--- src/rtl/mem_port_arbiter_pkg.sv ---
// Shared types and default widths for the two-port memory arbiter.
package mem_port_arbiter_pkg;

  localparam int unsigned ADDR_W_DEF = 6;
  localparam int unsigned DATA_W_DEF = 32;

  typedef enum logic [2:0] {
    IDLE,
    SERVE_I,
    SERVE_D,
    DONE_I,
    DONE_D
  } arb_state_e;

  typedef enum logic {
    GNT_I = 1'b0,
    GNT_D = 1'b1
  } grant_e;

endpackage

--- src/rtl/mem_port_arbiter_arb_pick.sv ---
// Combinational winner selection between instruction and data requesters.
// MEM_ARB_ROUND_ROBIN_EN: ties go to the side not granted last; otherwise data wins.
module arb_pick
  import mem_port_arbiter_pkg::*;
(
  input  logic   i_req,
  input  logic   d_req,
`ifdef MEM_ARB_ROUND_ROBIN_EN
  input  grant_e last_grant,
`endif
  output logic   any_req,
  output grant_e grant
);

  always_comb begin
    any_req = i_req | d_req;
`ifdef MEM_ARB_ROUND_ROBIN_EN
    if (i_req && d_req) begin
      grant = (last_grant == GNT_I) ? GNT_D : GNT_I;
    end else begin
      grant = d_req ? GNT_D : GNT_I;
    end
`else
    grant = d_req ? GNT_D : GNT_I;
`endif
  end

endmodule

--- src/rtl/mem_port_arbiter.sv ---
// Arbitrates instruction and data requesters onto one memory port.
// MEM_ARB_ROUND_ROBIN_EN compiles in a last-grant register for round-robin ties.
module mem_port_arbiter
  import mem_port_arbiter_pkg::*;
#(
  parameter int unsigned ADDR_W = ADDR_W_DEF,
  parameter int unsigned DATA_W = DATA_W_DEF
) (
  input  logic              CLK,
  input  logic              RESET,
  input  logic              i_read,
  input  logic [ADDR_W-1:0] i_address,
  output logic [DATA_W-1:0] i_readdata,
  output logic              i_busywait,
  input  logic              d_read,
  input  logic              d_write,
  input  logic [ADDR_W-1:0] d_address,
  input  logic [DATA_W-1:0] d_writedata,
  output logic [DATA_W-1:0] d_readdata,
  output logic              d_busywait,
  output logic              mem_read,
  output logic              mem_write,
  output logic [ADDR_W-1:0] mem_address,
  output logic [DATA_W-1:0] mem_writedata,
  input  logic [DATA_W-1:0] mem_readdata,
  input  logic              mem_busywait
);

  arb_state_e        state_q, state_d;
  logic              held_q, held_d;
  logic              mem_read_q, mem_read_d;
  logic              mem_write_q, mem_write_d;
  logic [ADDR_W-1:0] mem_address_q, mem_address_d;
  logic [DATA_W-1:0] mem_writedata_q, mem_writedata_d;
  logic [DATA_W-1:0] i_readdata_q, i_readdata_d;
  logic [DATA_W-1:0] d_readdata_q, d_readdata_d;
  logic              d_req;
  logic              any_req;
  grant_e            grant;

  assign d_req = d_read | d_write;

`ifdef MEM_ARB_ROUND_ROBIN_EN
  grant_e last_grant_q, last_grant_d;

  arb_pick u_arb_pick (
    .i_req      (i_read),
    .d_req      (d_req),
    .last_grant (last_grant_q),
    .any_req    (any_req),
    .grant      (grant)
  );
`else
  arb_pick u_arb_pick (
    .i_req   (i_read),
    .d_req   (d_req),
    .any_req (any_req),
    .grant   (grant)
  );
`endif

  always_comb begin
    state_d         = state_q;
    held_d          = held_q;
    mem_read_d      = mem_read_q;
    mem_write_d     = mem_write_q;
    mem_address_d   = mem_address_q;
    mem_writedata_d = mem_writedata_q;
    i_readdata_d    = i_readdata_q;
    d_readdata_d    = d_readdata_q;
`ifdef MEM_ARB_ROUND_ROBIN_EN
    last_grant_d    = last_grant_q;
`endif
    unique case (state_q)
      IDLE: begin
        if (any_req) begin
          held_d = 1'b0;
`ifdef MEM_ARB_ROUND_ROBIN_EN
          last_grant_d = grant;
`endif
          if (grant == GNT_D) begin
            state_d         = SERVE_D;
            mem_address_d   = d_address;
            mem_writedata_d = d_writedata;
            // A simultaneous read and write is issued as a write.
            mem_write_d     = d_write;
            mem_read_d      = d_read & ~d_write;
          end else begin
            state_d       = SERVE_I;
            mem_address_d = i_address;
            mem_read_d    = 1'b1;
            mem_write_d   = 1'b0;
          end
        end
      end
      SERVE_I, SERVE_D: begin
        // held_q guarantees at least two cycles of command before completion.
        if (held_q && !mem_busywait) begin
          state_d     = (state_q == SERVE_I) ? DONE_I : DONE_D;
          mem_read_d  = 1'b0;
          mem_write_d = 1'b0;
          if (mem_read_q) begin
            if (state_q == SERVE_I) begin
              i_readdata_d = mem_readdata;
            end else begin
              d_readdata_d = mem_readdata;
            end
          end
        end else begin
          held_d = 1'b1;
        end
      end
      DONE_I, DONE_D: state_d = IDLE;
      default:        state_d = IDLE;
    endcase
  end

  always_ff @(posedge CLK) begin
    if (RESET) begin
      state_q         <= IDLE;
      held_q          <= 1'b0;
      mem_read_q      <= 1'b0;
      mem_write_q     <= 1'b0;
      mem_address_q   <= '0;
      mem_writedata_q <= '0;
      i_readdata_q    <= '0;
      d_readdata_q    <= '0;
`ifdef MEM_ARB_ROUND_ROBIN_EN
      last_grant_q    <= GNT_I;
`endif
    end else begin
      state_q         <= state_d;
      held_q          <= held_d;
      mem_read_q      <= mem_read_d;
      mem_write_q     <= mem_write_d;
      mem_address_q   <= mem_address_d;
      mem_writedata_q <= mem_writedata_d;
      i_readdata_q    <= i_readdata_d;
      d_readdata_q    <= d_readdata_d;
`ifdef MEM_ARB_ROUND_ROBIN_EN
      last_grant_q    <= last_grant_d;
`endif
    end
  end

  always_comb begin
    i_busywait = i_read && (state_q != DONE_I);
    d_busywait = d_req && (state_q != DONE_D);
  end

  assign mem_read      = mem_read_q;
  assign mem_write     = mem_write_q;
  assign mem_address   = mem_address_q;
  assign mem_writedata = mem_writedata_q;
  assign i_readdata    = i_readdata_q;
  assign d_readdata    = d_readdata_q;

endmodule

--- config.mk ---
export PLATFORM = sky130hd
export DESIGN_NAME = mem_port_arbiter
export DESIGN_NICKNAME = d
export VERILOG_FILES = /design/src/rtl/mem_port_arbiter_pkg.sv /design/src/rtl/mem_port_arbiter_arb_pick.sv /design/src/rtl/mem_port_arbiter.sv
export SDC_FILE = /design/constraint.sdc
export NUM_CORES = 1
export LEC_CHECK = 0
export ABC_AREA = 1
export BUFFER_PORTS_ARGS = -buffer_cell sky130_fd_sc_hd__clkbuf_2
export CELL_PAD_IN_SITES_DETAIL_PLACEMENT = 2
export CELL_PAD_IN_SITES_GLOBAL_PLACEMENT = 2
export CORE_MARGIN = 5
export CORE_UTILIZATION = 24
export CTS_CLUSTER_DIAMETER = 120
export DETAILED_ROUTE_END_ITERATION = 16
export PLACE_DENSITY = 0.79
export SETUP_SLACK_MARGIN = 0.05
export SYNTH_ARGS = -nofsm -noshare
export SYNTH_HDL_FRONTEND = slang
export SYNTH_SLANG_ARGS = --single-unit
--- constraint.sdc ---
create_clock -name CLK -period 1.7 [get_ports CLK]
set_input_delay 0.255 -clock CLK [delete_from_list [all_inputs] [get_ports CLK]]
set_output_delay 0.255 -clock CLK [all_outputs]
set_load 0.03 [all_outputs]
# Yosys cells after proc, flatten, opt, wreduce, memory -nomap -nowiden
# Cells that the tools add are included.
[totals] romBits=0 mem_count=0 latchBits=0 ramBits=0 output_inout_bits=106 ff_bits=108 input_bits=82
[op_classes] n_addsub=0 eq_ne=7 n_bitwise=5 muxes=17 multipliers=0 shifts=0 n_lt_le_gt_ge=0 reduce_logical=14 n_div=0
[ops] cell="two-way mux 3 bit" n=3
[ops] cell="AND reduction 3 bit" n=3
[ops] cell="two-way mux 1 bit" n=8
[ops] cell="AND reduction 4 bit" n=2
[ops] cell="two-way mux 6 bit" n=1
[ops] cell="inequality test 2 bit (second input constant)" n=3
[ops] cell="one-hot mux 1 bit (2 select lines)" n=3
[ops] cell="one-hot mux 3 bit (2 select lines)" n=1
[ops] cell="AND reduction 2 bit" n=2
[ops] cell="equality test 3 x 1 -> 1 bit (second input constant)" n=1
[ops] cell="equality test 3 x 2 -> 1 bit (second input constant)" n=1
[ops] cell="logical AND 1 bit" n=3
[ops] cell="zero test 3 bit" n=1
[ops] cell="inequality test 3 x 2 -> 1 bit (second input constant)" n=1
[ops] cell="inequality test 3 bit (second input constant)" n=1
[ops] cell="two-way mux 2 bit" n=1
[ops] cell="inverter 1 bit" n=2
[ops] cell="OR 1 bit" n=2
[ops] cell="nonzero test 2 bit" n=1
[ops] cell="OR reduction 2 bit" n=1
[ops] cell="AND 1 bit" n=1
[ops] cell="zero test 1 bit" n=1

# Logic depth before layout (Yosys ltp)
# Gate-level depths: netlist of the first run.
[depth] ltp_word=5 mapped_depth=8 mapped_depth_nobuf=8

# Modules after synthesis
# A second synthesis of the first run with hierarchy kept.
[hier_totals] cells_unflattened=517 area_unflattened_um2=4056.4
[by_module_without_submodules] mod="mem_port_arbiter" n_inst=1 seq_area_each_um2=2162.1 area_per_inst_um2=4037.6 cells_per_inst=513
[by_module_without_submodules] mod="arb_pick" n_inst=1 seq_area_each_um2=0.0 area_per_inst_um2=18.8 cells_per_inst=4

# Worst setup path before layout of the first run
# Ideal clock, no wire load.
[synth_path] kind="reg2reg" startpoint="register mem_read_q (netlist: mem_read)" endpoint="register d_readdata_q[10] (netlist: d_readdata[10])" required_ns=1.584 path_stages_with_launch=7 setup_time_ns=0.116 t_arrival_ns=1.276 slack_ns=0.308 path_cell_list="dfxtp_1 > inv_1 > nor3_4 > inv_2 > buf_2 > nor2_1 > nor2_1"
[synth_via] elab_chain_len=1
[synth_rtl] element="start, declared" line_no="mem_port_arbiter.sv:31" text="logic mem_read_q, mem_read_d;"
[synth_rtl] element="start signal, assigned" line_no="mem_port_arbiter.sv:134" text="mem_read_q <= mem_read_d;"
[synth_rtl] element="AND reduction 4 bit (no source line)"
[synth_rtl] element="end signal, assigned" line_no="mem_port_arbiter.sv:139" text="d_readdata_q <= d_readdata_d;"
[synth_rtl] element="end, declared" line_no="mem_port_arbiter.sv:36" text="logic [DATA_W-1:0] d_readdata_q, d_readdata_d;"
# No other way between the ends.
# A chain may end at the register's enable or synchronous reset.

# Worst setup path in the final report of the first run
[layout_path] startpoint="register state_q[1]" endpoint="output d_busywait"
[layout_via] elab_chain_len=2
[layout_rtl] element="start, declared" line_no="mem_port_arbiter.sv:29" text="arb_state_e state_q, state_d;"
[layout_rtl] element="start signal, assigned" line_no="mem_port_arbiter.sv:132" text="state_q <= state_d;"
[layout_rtl] element="inequality test 3 bit" line_no="mem_port_arbiter.sv:148" text="d_busywait = d_req && (state_q != DONE_D);"
[layout_rtl] element="logical AND 1 bit" line_no="mem_port_arbiter.sv:148"
[layout_rtl] element="end, declared" line_no="mem_port_arbiter.sv:20" text="output logic d_busywait,"
# No other way between the ends.

==> metrics.txt, run 1 <==
layout cells sized above 1=0.3212; ant diodes=0; grt ovf=0; hold_buf cts=0; Hold Vio Cnt, Final=0; vias per inst=4.572; Slew headroom=0.7436; setup slack, reg-to-reg=0.20 ns; FF-to-FF path depth=6; Adder-Cell Fraction of Synth Area=0; register bit total from synthesis=108; CTS sink cnt=108; final setup fails=0; Max VDD drop=0.5777 mV; largest area contributor in the netlist=dfxtp_1; Die Area=0.01914 sq mm; Hold/Removal Path Class=input pin to flop; DR DRC count=0; Hold Path End=d_readdata[13]$_SDFFE_PP0P_; GPL Wtd Cong=0.7689; Cells after Synth=509; Routed Antenna Nets=0; hold path depth=3; GRT Total Usage=0.1570; CP Max Fanout=6; clk root buf=clkbuf_16; latest clock arrival within the worst-skew pair=0.34 ns; multi-input logic area=0.001582 sq mm; EDFF count, synth=0; worst hold margin=0.1523 ns; FF-to-FF Start=state_q[1]$_SDFFE_PP0P_; Yosys top cell area share=0.5468; initial antenna violation count=0; drt first pass iters=6; core area=0.01635 sq mm; Final HPWL DP=11250 um; Tmin final=1.530 ns; Pwr Density=1422 mW/mm^2; post-synthesis compound-gate area fraction=0.1459; Synth Area in Simple Gates=0.2541; Synth Net Count=591; CP Launch Point=state_q[1]$_SDFFE_PP0P_; Die X=138.4 um; Crit Reg-Reg Endpoint=mem_writedata[23]$_SDFFE_PP0P_; Die H=138.4 um; Least-Margin Pin Slew=0.3846 ns; Crit Path Category=flop to output port; fraction of registers with async set/reset=0; largest family of logic cells by synthesized area=simple AND/OR/NAND/NOR gates; fin. max-slew vios=0; top-count cell post-synth=nor2_1; worst-case clock buffer depth=2; Initial Utilization=0.2418; Peak Freq=0.6535 GHz; Cell Rows=47; Area Overhead vs Synth=37.82%; Post-Synth XOR/XNOR Area=0; vias=4151; vias in the first global route=4643; largest cells by area after synthesis=dfxtp_1 55%, nor2_1 13%, o21ai_0 7.0%, nand2_1 5.5%, nand3_1 5.2%; Synth Warn #=0; Wirelength per Cell=16.80 um; # nets final=765; mapped cell area=0.003954 sq mm; total wire length=15250 um; CTS tree=yes; TNS Setup=0 ns; Max-Cap Viols=0; Iter 0 DRT Violations=115; largest net degree at the start of global routing=73; htree depth=3; Post-synth top cells=139 x nor2_1, 108 x dfxtp_1, 58 x nand2_1, 55 x o21ai_0, 41 x nand3_1; I/O pin count=188; Worst Skew=0.008160 ns; multiplexer share of the synthesized area=0; first-pass GRT wire length=24810 um; status=finished, final reports clean; Lkg Pwr=2.754 nW; CP required=1.44 ns; period utilization=0.9002; syn_area_per_cell=7.768 sq um; synth unique cells=19; register area=0.002162 sq mm; Main synth FF type=dfxtp_1; RSZ-0062 raised after global routing=false; Worst Path Arrival=1.28 ns; fillers=2001; PortBufs=187; crit path capture type=output port; hold wc startpoint=mem_readdata[13]; cts bufs inserted=9; Seq/Total Area, Yosys=0.5468; CP Launch Type=flop; Clock transition at path regs=0.08 ns
## metrics by stage
stage	total power, W	utilization	worst slack, ns	cells	cell area (sq um)
after floorplan	0.004716	-	0.3083	509	3954
after global placement	0.005422	0.3124	0.1605	892	5107
after detailed placement	0.005551	0.3124	0.1211	892	5107
after CTS	0.007898	0.3323	0.1155	908	5433
after global routing	0.008231	0.3333	0.04940	908	5449
final	0.007751	0.3333	0.1697	908	5449
## final cells by class
type                            instances  area share
Clock buffer                           10     0.04386
Clock inverter                          6     0.01584
Inverter                               14     0.01056
Multi-Input combinational cell        353      0.2902
Sequential cell                       108      0.3968
Tap cell                              220     0.05052
Timing Repair Buffer                  197      0.1922
## worst max-delay path by stage
stage | endpoint | slack (ns) | cells after the start
after floorplan | d_readdata[10]$_SDFFE_PP0P_ | 0.31 | 6
after global placement | d_readdata[21]$_SDFFE_PP0P_ | 0.16 | 7
after detailed placement | d_readdata[19]$_SDFFE_PP0P_ | 0.12 | 7
after CTS | i_readdata[1]$_SDFFE_PP0P_ | 0.12 | 6
after global routing | i_readdata[4]$_SDFFE_PP0P_ | 0.05 | 6
final | d_busywait | 0.17 | 3
## per-layer routing
layer  global-route usage  up-vias  share of wire
met5                    0        -              0
met4              0.04316        0          0.013
met3              0.06008       15          0.078
met2               0.2803      127           0.50
met1               0.1746     2007           0.41
li1                     -     2002              -
## sequential cells by signal (all words and copies together) (netlist names)
signal / cells
d_readdata: 32
i_readdata: 32
mem_writedata: 32
mem_address: 6
state_q: 3
held_q: 1
mem_read: 1
mem_write: 1
## power breakdown
| group | leakage, nW | internal (W) | switching (W) | total, W |
|---|---|---|---|---|
| clock | 0.159 | 0.00133 | 0.000953 | 0.00229 |
| sequential | 0.879 | 0.00285 | 0.000202 | 0.00305 |
| combinational | 1.72 | 0.000715 | 0.00170 | 0.00241 |
| total | 2.75 | 0.00490 | 0.00285 | 0.00775 |
## cells by family (layout without fill, tap and decap cells)
family / after synthesis / in the layout
simple gates: 244 / 244
compound gates: 109 / 109
flops: 108 / 108
buf+inv: 48 / 227
## layout by cell type, fill, tap and decap left out
master        n
bufinv_16     2
clkbuf_16     9
a31oi_1       1
buf_4         6
clkinvlp_4    1
buf_12        2
inv_1        10
inv_4         2
buf_6         1
clkinv_1      1
o21ai_1      10
nand2_1      58
clkbuf_8      1
dfxtp_1     108
nand3_1      41
inv_2         1
nand2_2       2
clkbuf_2    187
o211a_1       6
buf_8         1
nor3_4        2
nor2_1      139
inv_6         1
o21ai_0      55
nand3_2       1
nor3_1        1
a21oi_1      37
clkinv_2      2
## repair_timing
| action | in CTS | in global routing |
|---|---|---|
| buffers inserted | 0 | 0 |
| endpoints found under the setup margin | 0 | 23 |
| gates resized for setup | 0 | 7 |
## worst max-delay path, stage by stage, from the launching register on
cell and delay (ns):
dfxtp_1 0.44, nor2_1 0.09, a21oi_1 0.15, clkbuf_2 0.25
(Power assumes the default switching activity.)
==> run 2: changes to the inputs <==
--- a/config.mk
+++ b/config.mk
@@ -5,15 +5,15 @@
 export SDC_FILE = /design/constraint.sdc
 export NUM_CORES = 1
 export LEC_CHECK = 0
-export ABC_AREA = 1
+export ABC_AREA = 0
 export BUFFER_PORTS_ARGS = -buffer_cell sky130_fd_sc_hd__clkbuf_2
 export CELL_PAD_IN_SITES_DETAIL_PLACEMENT = 2
 export CELL_PAD_IN_SITES_GLOBAL_PLACEMENT = 2
 export CORE_MARGIN = 5
-export CORE_UTILIZATION = 24
+export CORE_UTILIZATION = 25
 export CTS_CLUSTER_DIAMETER = 120
 export DETAILED_ROUTE_END_ITERATION = 16
-export PLACE_DENSITY = 0.79
+export PLACE_DENSITY = 0.8
 export SETUP_SLACK_MARGIN = 0.05
 export SYNTH_ARGS = -nofsm -noshare
 export SYNTH_HDL_FRONTEND = slang
==> constraint.sdc (replaced) <==
create_clock -name CLK -period 1.7 [get_ports CLK]
set_input_delay 0.255 -clock CLK [delete_from_list [all_inputs] [get_ports CLK]]
set_output_delay 0.255 -clock CLK [all_outputs]
set_load 0.02 [all_outputs]
==> run 2 against run 1 <==
Die area is 0.69% lower. Critical path type unchanged. Routed wire length rose by 2.7%. Maximum frequency down 3.3%. Largest power group unchanged. Register-to-register slack got worse by 0.07 ns.
==> metrics.txt, run 2 <==
status=finished, final reports clean (unchanged); Least-Margin Pin Slew=0.4335 ns (was 0.3846 ns); Cell Rows=46 (was 47); register bit total from synthesis=108 (unchanged); fraction of registers with async set/reset=0 (unchanged); Pwr Density=1006 mW/mm^2 (was 1422 mW/mm^2); Final HPWL DP=11560 um (was 11250 um); TNS Setup=0 ns (unchanged); Max-Cap Viols=0 (unchanged); Die H=137.9 um (was 138.4 um); Initial Utilization=0.2564 (was 0.2418); Synth Net Count=581 (was 591); vias=4175 (was 4151); worst-case clock buffer depth=2 (unchanged); register area=0.002165 sq mm (was 0.002162 sq mm); multi-input logic area=0.001702 sq mm (was 0.001582 sq mm); Iter 0 DRT Violations=76 (was 115); fin util=0.3554 (was 0.3333); latest clock arrival within the worst-skew pair=0.34 ns (about the same); Max VDD drop=0.4251 mV (was 0.5777 mV); vias in the first global route=4608 (was 4643); Cell Area, Placed=0.005228 sq mm (was 0.005107 sq mm); final setup fails=0 (unchanged); GRT Total Usage=0.1606 (was 0.1570); PortBufs=187 (unchanged); synth unique cells=37 (was 19); Peak Freq=0.6317 GHz (was 0.6535 GHz); top-count cell post-synth=nand2_1 (was nor2_1); # nets final=766 (was 765); layout cells sized above 1=0.3672 (was 0.3212); Yosys top cell area share=0.5289 (was 0.5468); CP Max Fanout=8 (was 6); DR DRC count=0 (unchanged); CP Launch Type=flop (unchanged); Hold/Removal Path Class=input pin to flop (unchanged); grt ovf=0 (unchanged); fillers=1914 (was 2001); Cells after Synth=499 (was 509); Main synth FF type=dfxtp_1 (unchanged); cts bufs inserted=9 (unchanged); Worst Skew=0.004232 ns (was 0.008160 ns); CP required=1.44 ns (about the same); GPL Wtd Cong=0.7577 (was 0.7689); first-pass GRT wire length=24120 um (was 24810 um); CTS sink cnt=108 (unchanged); largest area contributor in the netlist=dfxtp_1 (unchanged); Die X=137.9 um (was 138.4 um); Total Power=0.005697 W (was 0.007751 W); setup slack, reg-to-reg=0.13 ns (was 0.20 ns); Post-synth top cells=200 x nand2_1, 108 x dfxtp_1, 95 x a21oi_1, 17 x clkbuf_1, 13 x buf_6 (was 139 x nor2_1, 108 x dfxtp_1, 58 x nand2_1, 55 x o21ai_0, 41 x nand3_1); core area=0.01594 sq mm (was 0.01635 sq mm); mapped cell area=0.004088 sq mm (was 0.003954 sq mm); total wire length=15670 um (was 15250 um); Area Overhead vs Synth=38.60% (was 37.82%); Synth Warn #=0 (unchanged); EDFF count, synth=0 (unchanged); Clock transition at path regs=0.07 ns (was 0.08 ns); initial antenna violation count=0 (unchanged); Die Area=0.01901 sq mm (was 0.01914 sq mm); commonest non-fill, non-tap cells in the layout=200 x nand2_1, 185 x clkbuf_2, 106 x dfxtp_1, 94 x a21oi_1, 15 x buf_4 (was 187 x clkbuf_2, 139 x nor2_1, 108 x dfxtp_1, 58 x nand2_1, 55 x o21ai_0); Slew headroom=0.7104 (was 0.7436); Routed Antenna Nets=0 (unchanged); clk root buf=clkbuf_16 (unchanged); htree depth=3 (unchanged); syn_area_per_cell=8.192 sq um (was 7.768 sq um); crit path capture type=output port (unchanged); I/O pin count=188 (unchanged); drt first pass iters=4 (was 6); fin. max-slew vios=0 (unchanged); worst hold margin=0.1348 ns (was 0.1523 ns); Wirelength per Cell=17.31 um (was 16.80 um); Seq/Total Area, Yosys=0.5289 (was 0.5468); largest cells by area after synthesis=dfxtp_1 53%, nand2_1 18%, a21oi_1 12%, buf_6 3.6%, clkbuf_1 1.6% (was dfxtp_1 55%, nor2_1 13%, o21ai_0 7.0%, nand2_1 5.5%, nand3_1 5.2%); commonest non-fill, non-tap cell in the layout=nand2_1 (was clkbuf_2); period utilization=0.9313 (was 0.9002); Tmin final=1.583 ns (was 1.530 ns); Hold Vio Cnt, Final=0 (unchanged); RSZ-0062 raised after global routing=false (unchanged); Lkg Pwr=2.423 nW (was 2.754 nW); ant diodes=0 (unchanged); Crit Path Category=flop to output port (unchanged); Worst Path Arrival=1.33 ns (was 1.28 ns); largest net degree at the start of global routing=51 (was 73); CTS tree=yes (unchanged); vias per inst=4.613 (was 4.572); Design Area, Final=0.005665 sq mm (was 0.005449 sq mm)
run 2: cell count changes in the layout (fill, tap and decap cells not counted), sizes merged, moves of 6 or more:
cell / delta
nand3: -40
a21oi: +63
nor2: -129
o211a: -6
inv: -11
a311oi: +6
o21ai: -57
buf: +15
nand2: +140
run 2: layer usage:
metal,wire length [um],vias up,GRT usage
li1,-,2006,-
met1,6234,2026,0.1823
met2,7825,132,0.2847
met3,1438,11,0.05588
met4,171,0,0.04610
met5,0,-,0
run 2: through the flow:
| step | cells | setup WS, ns |
|---|---|---|
| finish | 905 | 0.1168 |
| detailed placement | 881 | -0.2769 |
| global placement | 881 | -0.1311 |
| global route | 905 | 0.03721 |
| CTS | 897 | 0.05836 |
| floorplan | 499 | 0.3863 |
run 2: worst paths after layout:
kind,startpoint,cells past startpoint,endpoint
max,state_q[1]$_SDFFE_PP0P_,4,i_busywait
min reg2reg,d_readdata[22]$_SDFFE_PP0P_,2,d_readdata[22]$_SDFFE_PP0P_
max reg2reg,state_q[0]$_SDFFE_PP0P_,7,d_readdata[30]$_SDFFE_PP0P_
min,d_writedata[29],3,mem_writedata[29]$_SDFFE_PP0P_
run 2: what timing repair did:
item                                    CTS  global route
resized for setup                         5             8
buffers inserted                          0             6
hold buffers                              0             0
cloned                                    0             2
pin swaps                                 1             1
endpoints found under the setup margin   33            48
run 2: cell type report:
class / instances / area share
Tap cell: 216 / 0.04770
Multi-Input combinational cell: 352 / 0.3004
Clock buffer: 10 / 0.04218
Clock inverter: 6 / 0.01524
Timing Repair Buffer: 211 / 0.2111
Sequential cell: 108 / 0.3821
Inverter: 2 / 0.001325
run 2: kinds of logic (layout without fill, tap and decap cells):
group           count (synthesis)  count (layout)  share of synthesized area
simple gates                  231             232                     0.2406
flops                         108             108                     0.5289
buf+inv                        40             229                    0.06367
compound gates                120             120                     0.1668
run 2: critical path: stages (launching register included):
cell and delay (ns):
dfxtp_2 0.34, buf_6 0.14, nor2b_2 0.15, a21boi_1 0.15, clkbuf_4 0.20
run 2: power breakdown:
part | total, W | leakage, nW | switching [W] | internal (W)
logic | 0.000742 | 1.39 | 0.000455 | 0.000287
clock network | 0.00227 | 0.159 | 0.000942 | 0.00133
registers | 0.00268 | 0.879 | 0.0000596 | 0.00262
total | 0.00570 | 2.42 | 0.00146 | 0.00424
